--- config.mk ---
export PLATFORM = sky130hd
export DESIGN_NAME = axi4_lite_reg_file
export DESIGN_NICKNAME = d
export VERILOG_FILES = /design/src/rtl/axi4_lite_pkg.sv /design/src/rtl/axi4_lite_reg_file_wr_ctrl.sv /design/src/rtl/axi4_lite_reg_file.sv
export SDC_FILE = /design/constraint.sdc
export NUM_CORES = 1
export LEC_CHECK = 0
export CAP_MARGIN = 20
export CORE_AREA = 2 2 454 456
export DETAILED_ROUTE_END_ITERATION = 7
export DIE_AREA = 0 0 456 458
export GPL_ROUTABILITY_DRIVEN = 1
export HOLD_SLACK_MARGIN = 0.08
export PLACE_DENSITY = 0.36
export RECOVER_POWER = 100
export SKIP_LAST_GASP = 1
export SLEW_MARGIN = 20
export SYNTH_ARGS = -nofsm -noshare
export SYNTH_HDL_FRONTEND = slang
export SYNTH_HIERARCHICAL = 1
export SYNTH_SLANG_ARGS = --single-unit
--- constraint.sdc ---
create_clock -name aclk -period 6.99 [get_ports aclk]
set_clock_uncertainty 0.1 [all_clocks]
set_input_delay 1.398 -clock aclk [delete_from_list [all_inputs] [get_ports aclk]]
set_output_delay 1.398 -clock aclk [all_outputs]
set_load 0.005 [all_outputs]
--- src/rtl/axi4_lite_pkg.sv ---
// axi4_lite_pkg: shared AXI4-Lite configuration type, derived widths and response codes.
package axi4_lite_pkg;
    typedef struct packed {
        int unsigned a;
        int unsigned n;
    } axi_cfg_t;
    localparam logic [1:0] OKAY   = 2'b00;
    localparam logic [1:0] SLVERR = 2'b10;
    function automatic int unsigned data_w(axi_cfg_t c);
        return 8 * c.n;
    endfunction
    function automatic int unsigned off_w(axi_cfg_t c);
        return $clog2(c.n);
    endfunction
endpackage

--- src/rtl/axi4_lite_reg_file_wr_ctrl.sv ---
// axi4_lite_reg_file_wr_ctrl: independent AW/W capture, write commit strobe and B response.
module axi4_lite_reg_file_wr_ctrl
    import axi4_lite_pkg::*;
#(
    parameter int A = 16,
    parameter int N = 4
) (
    input  logic           clk_i,
    input  logic           rst_i,
    input  logic [A-1:0]   awaddr_i,
    input  logic           awvalid_i,
    output logic           awready_o,
    input  logic [8*N-1:0] wdata_i,
    input  logic [N-1:0]   wstrb_i,
    input  logic           wvalid_i,
    output logic           wready_o,
    output logic [1:0]     bresp_o,
    output logic           bvalid_o,
    input  logic           bready_i,
    output logic           commit_o,
    output logic [A-1:0]   commit_addr_o,
    output logic [8*N-1:0] commit_data_o,
    output logic [N-1:0]   commit_strb_o
);
    logic           aw_held_q, aw_held_d, w_held_q, w_held_d, bvalid_q, bvalid_d;
    logic [A-1:0]   awaddr_q, awaddr_d;
    logic [8*N-1:0] wdata_q, wdata_d;
    logic [N-1:0]   wstrb_q, wstrb_d;
    logic           aw_hs, w_hs, aw_avail, w_avail;

    assign awready_o = !rst_i && !aw_held_q && !bvalid_q;
    assign wready_o  = !rst_i && !w_held_q && !bvalid_q;
    assign bvalid_o  = bvalid_q;
    assign bresp_o   = OKAY;

    // A channel is "available" if already held or handshaking this cycle.
    always_comb begin
        aw_hs         = awvalid_i && awready_o;
        w_hs          = wvalid_i && wready_o;
        aw_avail      = aw_held_q || aw_hs;
        w_avail       = w_held_q || w_hs;
        commit_o      = aw_avail && w_avail;
        awaddr_d      = aw_hs ? awaddr_i : awaddr_q;
        wdata_d       = w_hs ? wdata_i : wdata_q;
        wstrb_d       = w_hs ? wstrb_i : wstrb_q;
        aw_held_d     = aw_avail && !commit_o;
        w_held_d      = w_avail && !commit_o;
        bvalid_d      = commit_o || (bvalid_q && !bready_i);
        commit_addr_o = awaddr_d;
        commit_data_o = wdata_d;
        commit_strb_o = wstrb_d;
    end

    always_ff @(posedge clk_i) begin
        if (rst_i) begin
            aw_held_q <= 1'b0;
            w_held_q  <= 1'b0;
            bvalid_q  <= 1'b0;
            awaddr_q  <= '0;
            wdata_q   <= '0;
            wstrb_q   <= '0;
        end else begin
            aw_held_q <= aw_held_d;
            w_held_q  <= w_held_d;
            bvalid_q  <= bvalid_d;
            awaddr_q  <= awaddr_d;
            wdata_q   <= wdata_d;
            wstrb_q   <= wstrb_d;
        end
    end
endmodule

--- src/rtl/axi4_lite_reg_file.sv ---
// axi4_lite_reg_file: AXI4-Lite register bank; writes drive register_out, reads return register_in.
module axi4_lite_reg_file
    import axi4_lite_pkg::*;
#(
    parameter int A       = 16,
    parameter int N       = 4,
    parameter int CLOG2_W = 4
) (
    input  logic                              aclk,
    input  logic                              areset,
    input  logic [A-1:0]                      awaddr,
    input  logic                              awvalid,
    output logic                              awready,
    input  logic [8*N-1:0]                    wdata,
    input  logic [N-1:0]                      wstrb,
    input  logic                              wvalid,
    output logic                              wready,
    output logic [1:0]                        bresp,
    output logic                              bvalid,
    input  logic                              bready,
    input  logic [A-1:0]                      araddr,
    input  logic                              arvalid,
    output logic                              arready,
    output logic [8*N-1:0]                    rdata,
    output logic [1:0]                        rresp,
    output logic                              rvalid,
    input  logic                              rready,
    output logic [2**CLOG2_W-1:0][8*N-1:0]    register_out,
    input  logic [2**CLOG2_W-1:0][8*N-1:0]    register_in,
    output logic [2**CLOG2_W-1:0]             register_wr
);
    localparam axi_cfg_t CFG = '{a: A, n: N};
    localparam int W   = 2**CLOG2_W;
    localparam int DW  = data_w(CFG);
    localparam int OFF = off_w(CFG);

    logic                  commit;
    logic [A-1:0]          commit_addr;
    logic [DW-1:0]         commit_data;
    logic [N-1:0]          commit_strb;
    logic [CLOG2_W-1:0]    widx, ridx;
    logic [W-1:0][DW-1:0]  regs_q, regs_d;
    logic [W-1:0]          wr_q, wr_d;
    logic [DW-1:0]         rdata_q, rdata_d;
    logic                  rvalid_q, rvalid_d, ar_hs;
    logic                  unused_addr_bits;

    axi4_lite_reg_file_wr_ctrl #(.A(A), .N(N)) u_wr_ctrl (
        .clk_i         (aclk),
        .rst_i         (areset),
        .awaddr_i      (awaddr),
        .awvalid_i     (awvalid),
        .awready_o     (awready),
        .wdata_i       (wdata),
        .wstrb_i       (wstrb),
        .wvalid_i      (wvalid),
        .wready_o      (wready),
        .bresp_o       (bresp),
        .bvalid_o      (bvalid),
        .bready_i      (bready),
        .commit_o      (commit),
        .commit_addr_o (commit_addr),
        .commit_data_o (commit_data),
        .commit_strb_o (commit_strb)
    );

    // Byte offset and bits above the index are dropped, so addresses alias modulo W*N.
    assign widx             = commit_addr[CLOG2_W+OFF-1:OFF];
    assign ridx             = araddr[CLOG2_W+OFF-1:OFF];
    assign unused_addr_bits = ^{commit_addr[A-1:CLOG2_W+OFF], commit_addr[OFF-1:0],
                                araddr[A-1:CLOG2_W+OFF], araddr[OFF-1:0]};
    assign arready          = !areset && !rvalid_q;
    assign rresp            = OKAY;
    assign rvalid           = rvalid_q;
    assign rdata            = rdata_q;
    assign register_out     = regs_q;
    assign register_wr      = wr_q;

    always_comb begin
        ar_hs    = arvalid && arready;
        rvalid_d = ar_hs || (rvalid_q && !rready);
        rdata_d  = ar_hs ? register_in[ridx] : rdata_q;
        regs_d   = regs_q;
        for (int k = 0; k < N; k++)
            if (commit && commit_strb[k]) regs_d[widx][8*k +: 8] = commit_data[8*k +: 8];
        wr_d     = commit ? W'(1) << widx : '0;
    end

    always_ff @(posedge aclk) begin
        if (areset) begin
            regs_q   <= '0;
            wr_q     <= '0;
            rdata_q  <= '0;
            rvalid_q <= 1'b0;
        end else begin
            regs_q   <= regs_d;
            wr_q     <= wr_d;
            rdata_q  <= rdata_d;
            rvalid_q <= rvalid_d;
        end
    end
endmodule

==> impl_results.md, run 1 <==
* Run status: complete, but fails checks
* Failing checks: capacitance limit, slew limit
* CP Capture Type: register
* CP max stage delay at 1.31 ns
* Total number of vias at between 20000 and 30000
* Row count at approximately 170
* Final Wtd Congestion at 1.02
* Crit-path most repeated cell: clkbuf_1
* Clock buffer depth at 3
* Detail Route met3 WL at ~13 mm
* First-pass GRT wire length at 257 mm
* Pwr/cell area at 208 mW/mm²
* DRT Pass-1 Iters at 5
* DR top layer: met5
* Startpoint types: input pin
* Slowest CP cell: clkbuf_1
* Routed WL at 202 mm
* Met2 WL post-DR at 111 mm
* Routed vias/inst at 3.99
* Initial antenna violation count at 146
* Worst relative slew slack at -128%
* Clock transition at path regs at around 0.06 ns
* Peak supply drop at between 150 and 200 µV
* Req. time, crit path at 7.49 ns
* Area grow syn2layout at 61.2%
* Crit path cell chain: clkdlybuf4s50_1, nor4b_2, clkbuf_1, clkbuf_1, mux2_1, nand3_1, a21oi_1
* Leakage at 15.6 nW
* HP Class: reg2reg
* Final Hold Violating Endpoints at 0
* Non-Filler Instances at 6528
* Synth Instances at 2751
* Die area at ~0.21 mm²
* Min cycle time layout at around 5.5 ns
* Post-route DRC at 0
* WS Path Type: in2reg
* Clock root buffer: clkbuf_16
* Actual slew at the worst max-slew pin at 3.41 ns
* Ports at 1156
* Final HPWL DP at 162 mm
* Clock sink count at 604
* Core area at ~0.20 mm²
* Die height at 458 µm
* DRT antenna net count at 0
* Final setup TNS at 0 ns
* Vias in the first global route at 24900
* Clk_lat worst skew at 0.68 ns
* Htree depth at 3
* Syn avg cell area at 9.61 µm²
* Synth warn at 6
* Total power at 8.85 mW
* Initial drt markers at 1826
* Number of buffers created by CTS at between 70 and 80
* PortBufs at 1127
* Share of cells above drive strength 1 at a little under a tenth
* Fmax at about 0.18 GHz
* Setup repair bufs after CTS at 0
* CP arrival at 6.04 ns
* RSZ-0062 raised after global routing: no
* # setup viols final at 0
* Total gr overflow at 0
* Placed cells at 6334
* Hold_buf cts at 0
* WL/cell at 30.9 µm
* Die width at around 460 µm
* Max Slew Vio Count at 240
* Nets at 4313
* Largest net degree at the start of global routing at 110
* CP max FO at 22
* Total GRT Usage at a little under a fifth
* Syn Std Cell Area at 0.0264 mm²
* Wl on met1 at 65.3 mm
* Final worst path period share at around 79%
* Post-CTS Resized at 0
* CTS tree: built
* Max Cap Violations at 6
* Initial Util at 13.0%
## layout make-up
| class | instances | area [µm²] |
|---|---|---|
| Multi-Input combinational cell | 1864 | 12700 |
| Fill cell | 22500 | 161000 |
| Clock inverter | 25 | 394 |
| Sequential cell | 604 | 12100 |
| Inverter | 9 | 33.8 |
| Antenna cell | 58 | 145 |
| Timing Repair Buffer | 1169 | 11600 |
| Clock buffer | 111 | 2240 |
| Tap cell | 2688 | 3360 |
## registers in the layout, summed over array words and instances, names as in the netlist
signal	flops
u_wr_ctrl/wstrb_q	4
u_wr_ctrl/bvalid_o	1
u_wr_ctrl/aw_held_q	1
register_out	512
rdata	32
u_wr_ctrl/w_held_q	1
u_wr_ctrl/awaddr_q	4
register_wr	16
rvalid	1
u_wr_ctrl/wdata_q	32
## per-stage QoR
step | hold slack [ns] | util [%] | area (µm²) | setup WS, ns
finish | 0.348 | 20.9 | 42600 | 1.45
global route | 0.362 | 20.9 | 42500 | 1.07
CTS | 0.353 | 21.0 | 42800 | 2.12
detailed placement | 0.346 | 19.7 | 40100 | 1.83
global placement | 0.343 | 19.7 | 40100 | 1.85
floorplan | 0.353 | - | 26400 | 3.18
## where the power goes
part / switching (mW) / total [mW] / internal (mW)
clock network: 1.74 / 4.21 / 2.47
registers: 0.0180 / 3.49 / 3.48
logic: 0.637 / 1.15 / 0.514
total: 2.40 / 8.85 / 6.46
## worst max-delay path: cells and delay by family
kind            cells  cell delay [ns]
compound gates      1             0.19
buf+inv             3             2.65
mux                 1             1.28
simple gates        2             0.42
## worst paths after layout
check,depth (start not counted),start,to,slack [ns]
setup / recovery,7,wvalid,register_out[202]$_SDFFE_PP0P_,1.45
hold reg to reg,2,register_out[263]$_SDFFE_PP0P_,register_out[263]$_SDFFE_PP0P_,0.35
setup reg to reg,6,u_wr_ctrl/bvalid_o$_SDFF_PP0_,register_out[202]$_SDFFE_PP0P_,2.10
hold / removal,2,register_out[263]$_SDFFE_PP0P_,register_out[263]$_SDFFE_PP0P_,0.35
## cell usage in the layout (no fill, tap or decap), drive strengths merged, types with 2 or more instances in the layout
cell type	instances
inv	12
conb	4
and3b	2
clkbuf	120
and4bb	4
clkdlybuf4s50	557
mux2	66
nor4b	6
and2	5
nand2b	3
bufinv	6
mux4	116
clkinv	15
buf	37
nor4	3
diode	58
o21ai	32
mux2i	216
nand3	352
nor3	2
a21oi	353
a32oi	6
nor2b	44
nor4bb	2
dfxtp	604
nor2	199
nand4b	4
a22oi	38
dlygate4sd3	566
nand2	400
## layer usage
layer / GRT usage, % / vias up
li1: - / 11700
met1: 17.5 / 12800
met2: 36.4 / 1117
met3: 5.05 / 423
met4: 9.25 / 70
met5: 0 / -
Power figures use the tool's default switching activity.
==> inputs of run 2 (changes only) <==
CORE_AREA = 2 2 455 457   (was 2 2 454 456)
DIE_AREA = 0 0 457 459   (was 0 0 456 458)
clock period = 5.4 ns   (was 6.99 ns; I/O delays follow)
==> run 2 against run 1 <==
  * The run still ends with capacitance limit, slew limit left
  * Routed wire length is 2.4% lower
  * Sequential power rose by 30%
  * Critical path depth unchanged
  * Core utilization barely moved
  * Clock power rose by 33%
==> impl_results.md, run 2 (synthesis gave the netlist of run 1 again) <==
* Largest register FFs at 512 (unchanged)
* Initial antenna violation count at 138 (was 146)
* Worst hold endpoint: register_out[117]$_SDFFE_PP0P_ (was register_out[263]$_SDFFE_PP0P_)
* Final worst path period share at 86.2%
* Most frequent cells in the layout: 604 x dfxtp_1, 567 x dlygate4sd3_1, 556 x clkdlybuf4s50_1, 396 x nand2_1, 353 x a21oi_1 (was 604 x dfxtp_1, 566 x dlygate4sd3_1, 557 x clkdlybuf4s50_1, 396 x nand2_1, 353 x a21oi_1)
* RR Endpoint: register_out[468]$_SDFFE_PP0P_ (was register_out[202]$_SDFFE_PP0P_)
* Total GRT Usage at 18.1% (was 18.6%)
* Post-route DRC at 0 (unchanged)
* Vias in the first global route at 25300 (was 24900)
* WL/cell at 29.9 µm (was 30.9 µm)
* Worst Path Buf+Inv at 1 (was 3)
* Req. time, crit path at 5.88 ns (was 7.49 ns)
* Hold Path Cell Cnt at 2 (unchanged)
* Initial drt markers at 1719 (was 1826)
* Pwr/cell area at 270 mW/mm² (was 208 mW/mm²)
* Fmax at 0.215 GHz
* Total gr overflow at 0 (unchanged)
* Total power at 11.6 mW (was 8.85 mW)
* Nets at 4341 (was 4313)
* Setup repair bufs after CTS at 0 (unchanged)
* Worst reg2reg path depth at 6 (unchanged)
* CP Capture Type: register (unchanged)
* Final Wtd Congestion at 1.02 (about the same)
* Min cycle time layout at around 4.7 ns
* Design area at 0.0430 mm² (was 0.0426 mm²)
* Commonest non-fill, non-tap cell in the layout: dfxtp_1 (unchanged)
* Core area at 0.206 mm² (was 0.204 mm²)
* Worst relative slew slack at -108% (was -128%)
* DRT Pass-1 Iters at 5 (unchanged)
* RSZ-0062 raised after global routing: no (unchanged)
* Clock sink count at 604 (unchanged)
* Largest net degree at the start of global routing at 180 (was 110)
* Worst path depth at 7 (unchanged)
* DP Worst Slack at 0.529 ns (was 1.83 ns)
* Hold_buf cts at 0 (unchanged)
* Clock root buffer: clkbuf_16 (unchanged)
* Final hold slack at 0.349 ns (was 0.348 ns)
* Row count at 167 (was 166)
* FF-to-FF Start: u_wr_ctrl/bvalid_o$_SDFF_PP0_ (unchanged)
* Ports at 1156 (unchanged)
* Actual slew at the worst max-slew pin at 3.12 ns (was 3.41 ns)
* Number of buffers created by CTS at 81 (was 78)
* Post-CTS Resized at 0 (unchanged)
* Die area at 0.210 mm² (was 0.209 mm²)
* Leakage at 15.9 nW (was 15.6 nW)
* Die width at 457 µm (was 456 µm)
* Largest delay share family, worst path: simple AND/OR/NAND/NOR gates (was buffers and inverters)
* CP max FO at 17 (was 22)
* Peak supply drop at 251 µV (was 152 µV)
* Area grow syn2layout at 62.8% (was 61.2%)
* Failing checks: capacitance limit, slew limit (unchanged)
* Placed Area at 0.0404 mm² (was 0.0401 mm²)
* # setup viols final at 0 (unchanged)
* Clock transition at path regs at 0.06 ns (about the same)
* Clock buffer depth at 3 (unchanged)
* Max Cap Violations at 5 (was 6)
* Fill cells at 22700 (was 22500)
* DRT antenna net count at 0 (unchanged)
* Routed vias/inst at 3.93 (was 3.99)
* Final HPWL DP at 159 mm (was 162 mm)
* Slack of the worst reg-to-reg path at 1.21 ns (was 2.10 ns)
* Clk_lat worst skew at 0.70 ns (was 0.68 ns)
* Max Slew Vio Count at 214 (was 240)
* Crit-path most repeated cell: nor2_1 (was clkbuf_1)
* PortBufs at 1127 (unchanged)
* Crit path cell chain: dlygate4sd3_1, or4b_1, mux2_1, nand4b_4, nor2_1, mux2i_1, nor2_1 (was clkdlybuf4s50_1, nor4b_2, clkbuf_1, clkbuf_1, mux2_1, nand3_1, a21oi_1)
* Non-Filler Instances at 6586 (was 6528)
* CP max stage delay at 1.04 ns (was 1.31 ns)
* CP arrival at 5.13 ns (was 6.04 ns)
* CTS tree: built (unchanged)
* Placed cells at 6375 (was 6334)
* Die height at 459 µm (was 458 µm)
* Run status: complete, but fails checks (unchanged)
* Startpoint types: input pin (unchanged)
* First-pass GRT wire length at 253 mm (was 257 mm)
* HP Class: reg2reg (unchanged)
* Final setup TNS at 0 ns (unchanged)
* Share of cells above drive strength 1 at 9.37% (was 9.04%)
* WS Path Type: in2reg (unchanged)
* Initial Util at 12.9% (was 13.0%)
* Total number of vias at 25900 (was 26100)
* Slowest CP cell: nor2_1 (was clkbuf_1)
* Routed WL at 197 mm (was 202 mm)
* Htree depth at 3 (unchanged)
* Setup ws final at 0.744 ns (was 1.45 ns)
* HP Start: register_out[117]$_SDFFE_PP0P_ (was register_out[263]$_SDFFE_PP0P_)
* Final Hold Violating Endpoints at 0 (unchanged)
* Post-layout util at 20.9% (about the same)
## run 2: cell count changes in the layout (fill, tap and decap cells not counted), moves of 6 or more
cell	change
buf_12	+6
buf_4	+16
clkinv_2	+8
mux2_1	+17
mux2_2	-17
## run 2: layout make-up
class | instances | area [µm²] | share of cell area, %
clock inverters | 33 | 413 | 0.960
clock buffers | 117 | 2340 | 5.44
inverters | 9 | 33.8 | 0.0785
flip-flops and latches | 604 | 12100 | 28.1
repair buffers | 1194 | 11900 | 27.6
well taps | 2704 | 3380 | 7.86
multi-input cells | 1864 | 12700 | 29.6
diodes | 61 | 153 | 0.355
## run 2: report_power, final
group / total (mW) / internal, mW / switching [mW]
registers: 4.52 / 4.50 / 0.0221
logic: 1.49 / 0.680 / 0.812
clock network: 5.60 / 3.21 / 2.39
total: 11.6 / 8.39 / 3.22
## run 2: layer usage
metal	vias up	GRT usage [%]	routed length, µm
li1	11800	-	-
met1	12600	18.2	68200
met5	-	0	271
met4	42	9.24	11400
met3	350	5.62	15100
met2	1129	33.3	102000
## run 2: worst max-delay path by stage
stage / start / endpoint / slack, ns
after CTS: awvalid / register_out[116]$_SDFFE_PP0P_ / 1.32
after global placement: awvalid / register_out[115]$_SDFFE_PP0P_ / 0.58
after global routing: awvalid / register_out[471]$_SDFFE_PP0P_ / 0.64
after detailed placement: awvalid / register_out[112]$_SDFFE_PP0P_ / 0.53
after floorplan: areset / register_out[224]$_SDFFE_PP0P_ / 1.91
final: awvalid / register_out[468]$_SDFFE_PP0P_ / 0.74
## run 2: tightest hold or removal path: stages, from the launching register on
cell     delay (ns)
dfxtp_1        0.30
nand2_1        0.05
a21oi_1        0.05
==> RTL change 1 (config.mk and constraints of run 2) <==
`CLOG2_W`: 4 -> 3.
--- a/src/rtl/axi4_lite_reg_file.sv
+++ b/src/rtl/axi4_lite_reg_file.sv
@@ -6,3 +6,3 @@
     parameter int N       = 4,
-    parameter int CLOG2_W = 4
+    parameter int CLOG2_W = 3
 ) (
Ports: changed (resized register_in, register_out and register_wr); port bits go from 1156 to 636. No check against the original RTL was run, so the function may have changed too.
==> RTL change 1 against run 2 <==
Largest cell class unchanged; largest power group unchanged; cell area down 41%; utilization down 8.5 points; setup slack better by 0.40 ns; the flow still finishes with violations (capacitance limit, slew limit); clock power down 39%; total power down 41%; non-clock buffer count down 541; sequential power down 43%; synthesized area down 44%; sequential cell count down 265; critical endpoint is now register_out[110]; wire length down 56%.
==> RTL change 1: results (changes against run 2) <==
Run status
  – Status: complete, but fails checks (unchanged)
  – Failing checks: capacitance limit, slew limit (unchanged)

Timing
  – Final slew viol count: 152 (was 214)
  – Worst-case hold slack: 0.3548 ns (was 0.3494 ns)

Global route
  – Antenna violations before repair: 12 (was 138)
  – Met3 Use GR: 1.815% (was 5.624%)
  – First-pass GRT wire length: 117,900 um (was 253,000 um)
  – GRT met2 Usage: 14.88% (was 33.31%)
  – Met1 Use GR: 8.145% (was 18.21%)
  – Largest net degree at the start of global routing: 132 (was 180)

Logic synthesis
  – Synthesized instance count: 1,700 (was 2,751)

Route
  – Top Metal Used: met4 (was met5)
  – Final wirelength: 86,180 um (was 197,100 um)
  – Met2 WL post-DR: 45,380 um (was 102,100 um)
  – Iter 0 DRT Violations: 1,089 (was 1,719)
  – Met1 wire length: 31,480 um (was 68,230 um)
  – Met3 WL: 5355 um (was 15,070 um)

Placed design
  – Final HPWL DP: 63,320 um (was 159,100 um)
  – Port Buffers: 605 (was 1,127)
  – Dpl cells: 4,837 (was 6,375)
  – Placed instance area: 23,840 um^2 (was 40,440 um^2)
  – Dpl ws: 0.9576 ns (was 0.5289 ns)

Job
  – Number of max-cap violations: 3 (was 5)

Worst setup path
  – Slowest cell on the critical path: nand2_2 (was nor2_1)
  – Worst Setup EP: register_out[110] (was register_out[468])
  – CP arrival: 4.71 ns (was 5.13 ns)
  – R2R Setup Slk: 1.71 ns (was 1.21 ns)

Final layout
  – Share of layout cells above drive strength 1: 8.923% (was 9.369%)
  – Number of nets in the layout: 2,514 (was 4,341)
  – Max reg flops: 256 (was 512)

Clock network
  – Worst-Skew Late Latency: 0.62 ns (was 0.70 ns)
  – CTS Buf Count: 48 (was 81)
  – H-tree levels: 2 (was 3)

Min path
  – Hold_sp: rdata[19] (was register_out[117])

Pwr
  – Sw Share: 27.51% (was 27.74%)
  – VDD IR max: 0.1982 mV (was 0.2512 mV)
## RTL change 1: cell types whose count changed in the layout (fill, tap and decap cells not counted), moves of 92 or more
cell | run 2 | this run
o21ai_0 | 30 | 250
nand2_1 | 396 | 22
nand3_1 | 352 | 260
clkdlybuf4s50_1 | 556 | 297
mux2i_1 | 216 | 40
nor2_1 | 193 | 25
dlygate4sd3_1 | 567 | 305
dfxtp_1 | 604 | 339
## RTL change 1: worst min-delay path, cell delays in order, from the launching register on
cell and delay [ns]:
dfxtp_1 0.31, inv_1 0.05, o32ai_1 0.05
## RTL change 1: cell type report
| cell class | count | area, um^2 | area share [%] |
|---|---|---|---|
| multi-input combinational | 1129 | 7102 | 27.87 |
| sequential | 339 | 6787 | 26.64 |
| timing repair buffer | 653 | 6490 | 25.47 |
| tap | 2704 | 3383 | 13.28 |
| clock buffer | 68 | 1386 | 5.441 |
| clock inverter | 18 | 274.0 | 1.075 |
| inverter | 12 | 45.04 | 0.1768 |
| antenna | 5 | 12.51 | 0.04911 |
==> RTL change 2 (flow settings as in run 2) <==
Made on the original files. Take the reset off `wdata_q` and load it in a clocked block of its own.
--- a/src/rtl/axi4_lite_reg_file_wr_ctrl.sv
+++ b/src/rtl/axi4_lite_reg_file_wr_ctrl.sv
@@ -59,3 +59,2 @@
             awaddr_q  <= '0;
-            wdata_q   <= '0;
             wstrb_q   <= '0;
@@ -66,3 +65,2 @@
             awaddr_q  <= awaddr_d;
-            wdata_q   <= wdata_d;
             wstrb_q   <= wstrb_d;
@@ -70,2 +68,6 @@
     end
+
+    always_ff @(posedge clk_i) begin
+        wdata_q <= wdata_d;
+    end
 endmodule
Check against the original RTL: not settled (the Yosys comparison gave no result); the edit may change what the design does.
==> RTL change 2 against run 2 <==
Total power increased by 8.6%; largest cell class unchanged; wire length increased by 3.3%; utilization increased by 0.083 points; critical path type unchanged; cell area increased by 0.40%; largest power group unchanged; sequential cell count unchanged; global-route usage increased by 0.71 points; critical endpoint is now register_out[112]; die area unchanged; the flow still finishes with violations (capacitance limit, slew limit); via count increased by 0.26%; setup slack improved by 0.24 ns; maximum frequency increased by 5.4%; synthesized area decreased by 0.86%.
==> RTL change 2: results (changes against run 2) <==
Worst setup path
  – CP arrival: 4.87 ns (was 5.13 ns)
  – Worst R2R Path Depth: 6 (unchanged)
  – CP peak stage delay: 0.95 ns (was 1.04 ns)
  – Slowest cell on the critical path: mux2_1 (was nor2_1)
  – Critical Path Fanout Max: 17 (unchanged)
  – Critical path's top delay family: simple AND/OR/NAND/NOR gates (unchanged)

Logic synthesis
  – Synth Warn #: 6 (unchanged)
  – Synthesized instance count: 2,716 (was 2,751)

Final layout
  – Max reg flops: 512 (unchanged)
  – Share of layout cells above drive strength 1: 10.52% (was 9.369%)
  – Number of nets in the layout: 4,309 (was 4,341)
  – Finished Layout Cells: 6,537 (was 6,586)

Run status
  – Status: complete, but fails checks (unchanged)
  – Failing checks: capacitance limit, slew limit (unchanged)

Clock network
  – CTS Buf Count: 81 (unchanged)
  – Root buf cell: clkbuf_16 (unchanged)
  – Post-CTS Resized: 0 (unchanged)
  – Worst-path clk slew: 0.06 ns (about the same)
  – Clock tree buffer depth: 3 (unchanged)
  – Setup Buffers After CTS: 0 (unchanged)
  – H-tree levels: 3 (unchanged)
  – Worst-Skew Late Latency: 0.71 ns

Pwr
  – Leakage: 16.13 nW (was 15.88 nW)
  – Sw Share: 29.21% (was 27.74%)
  – VDD IR max: 0.2187 mV (was 0.2512 mV)

Global route
  – Vias in the first global route: 25,370 (was 25,320)
  – First-pass GRT wire length: 261,800 um (was 253,000 um)
  – Tot GR Track Use: 18.78% (was 18.07%)
  – Antenna violations before repair: 140 (was 138)
  – Largest net degree at the start of global routing: 189 (was 180)

Placed design
  – GP Congestion: 1.099 (was 1.023)
  – Dpl ws: 0.6476 ns (was 0.5289 ns)
  – Port Buffers: 1,127 (unchanged)
  – Placed instance area: 40,250 um^2 (was 40,440 um^2)
  – Final HPWL DP: 163,200 um (was 159,100 um)
  – Dpl cells: 6,343 (was 6,375)

Timing
  – Max-Slew Margin vs Limit: -30.58% (was -107.9%)
  – Final slew viol count: 111 (was 214)
  – Final hold viol count: 0 (unchanged)

Route
  – Final wirelength: 203,700 um (was 197,100 um)
  – DRC viols: 0 (unchanged)
  – Iter 0 DRT Violations: 1,910 (was 1,719)
  – Via count: 25,930 (was 25,860)
  – Drt first pass iters: 5 (unchanged)

Min path
  – Worst Hold Path Cells: 2 (unchanged)
  – Hold Crit Class: reg2reg (unchanged)

Job
  – Number of max-cap violations: 5 (unchanged)
-- RTL change 2: cell types whose count changed in the layout (fill, tap and decap cells not counted), moves of 13 or more --
cell	change
mux2_2	+17
nor2_1	-13
mux2_1	-17
diode_2	-13
clkbuf_1	-14
nor2b_1	-31
-- RTL change 2: per-layer routing --
| metal | track usage (%) | vias to the layer above | wire length, um |
|---|---|---|---|
| li1 | - | 11660 | - |
| met1 | 20.03 | 12670 | 74670 |
| met2 | 33.76 | 1171 | 102100 |
| met3 | 5.444 | 401 | 14400 |
| met4 | 9.139 | 26 | 12290 |
| met5 | 0 | - | 173 |
-- RTL change 2: area by class of cell --
class	instances	area (um^2)
diodes	48	120.1
clock inverters	34	588.1
flip-flops and latches	604	12090
multi-input cells	1832	12700
inverters	9	33.78
fillers	22650	162400
repair buffers	1194	11910
clock buffers	112	2364
well taps	2704	3383
-- RTL change 2: path summary, 6_finish.rpt --
kind	endpoint	start	slack, ns
max	register_out[112]	awvalid	0.98
min	register_out[15]	register_out[15]	0.35
max reg2reg	register_out[4]	u_wr_ctrl/w_held_q	1.49
min reg2reg	register_out[15]	register_out[15]	0.35
-- RTL change 2: worst reg2reg max path, cell delays in order, from the launching register on --
cell	delay, ns
dfxtp_1	0.36
nor4b_1	0.42
clkbuf_1	0.98
buf_4	0.55
mux2_1	1.09
nand3_1	0.18
a21oi_1	0.18
-- RTL change 2: power groups by stage --
stage | clock [mW] | sequential [mW] | combinational [mW]
global route | 6.43 | 4.58 | 2.11
CTS | 6.28 | 4.58 | 2.11
floorplan | 0 | 4.67 | 0.794
global placement | 0 | 4.67 | 2.10
detailed placement | 0 | 4.68 | 2.11
finish | 6.04 | 4.58 | 1.99
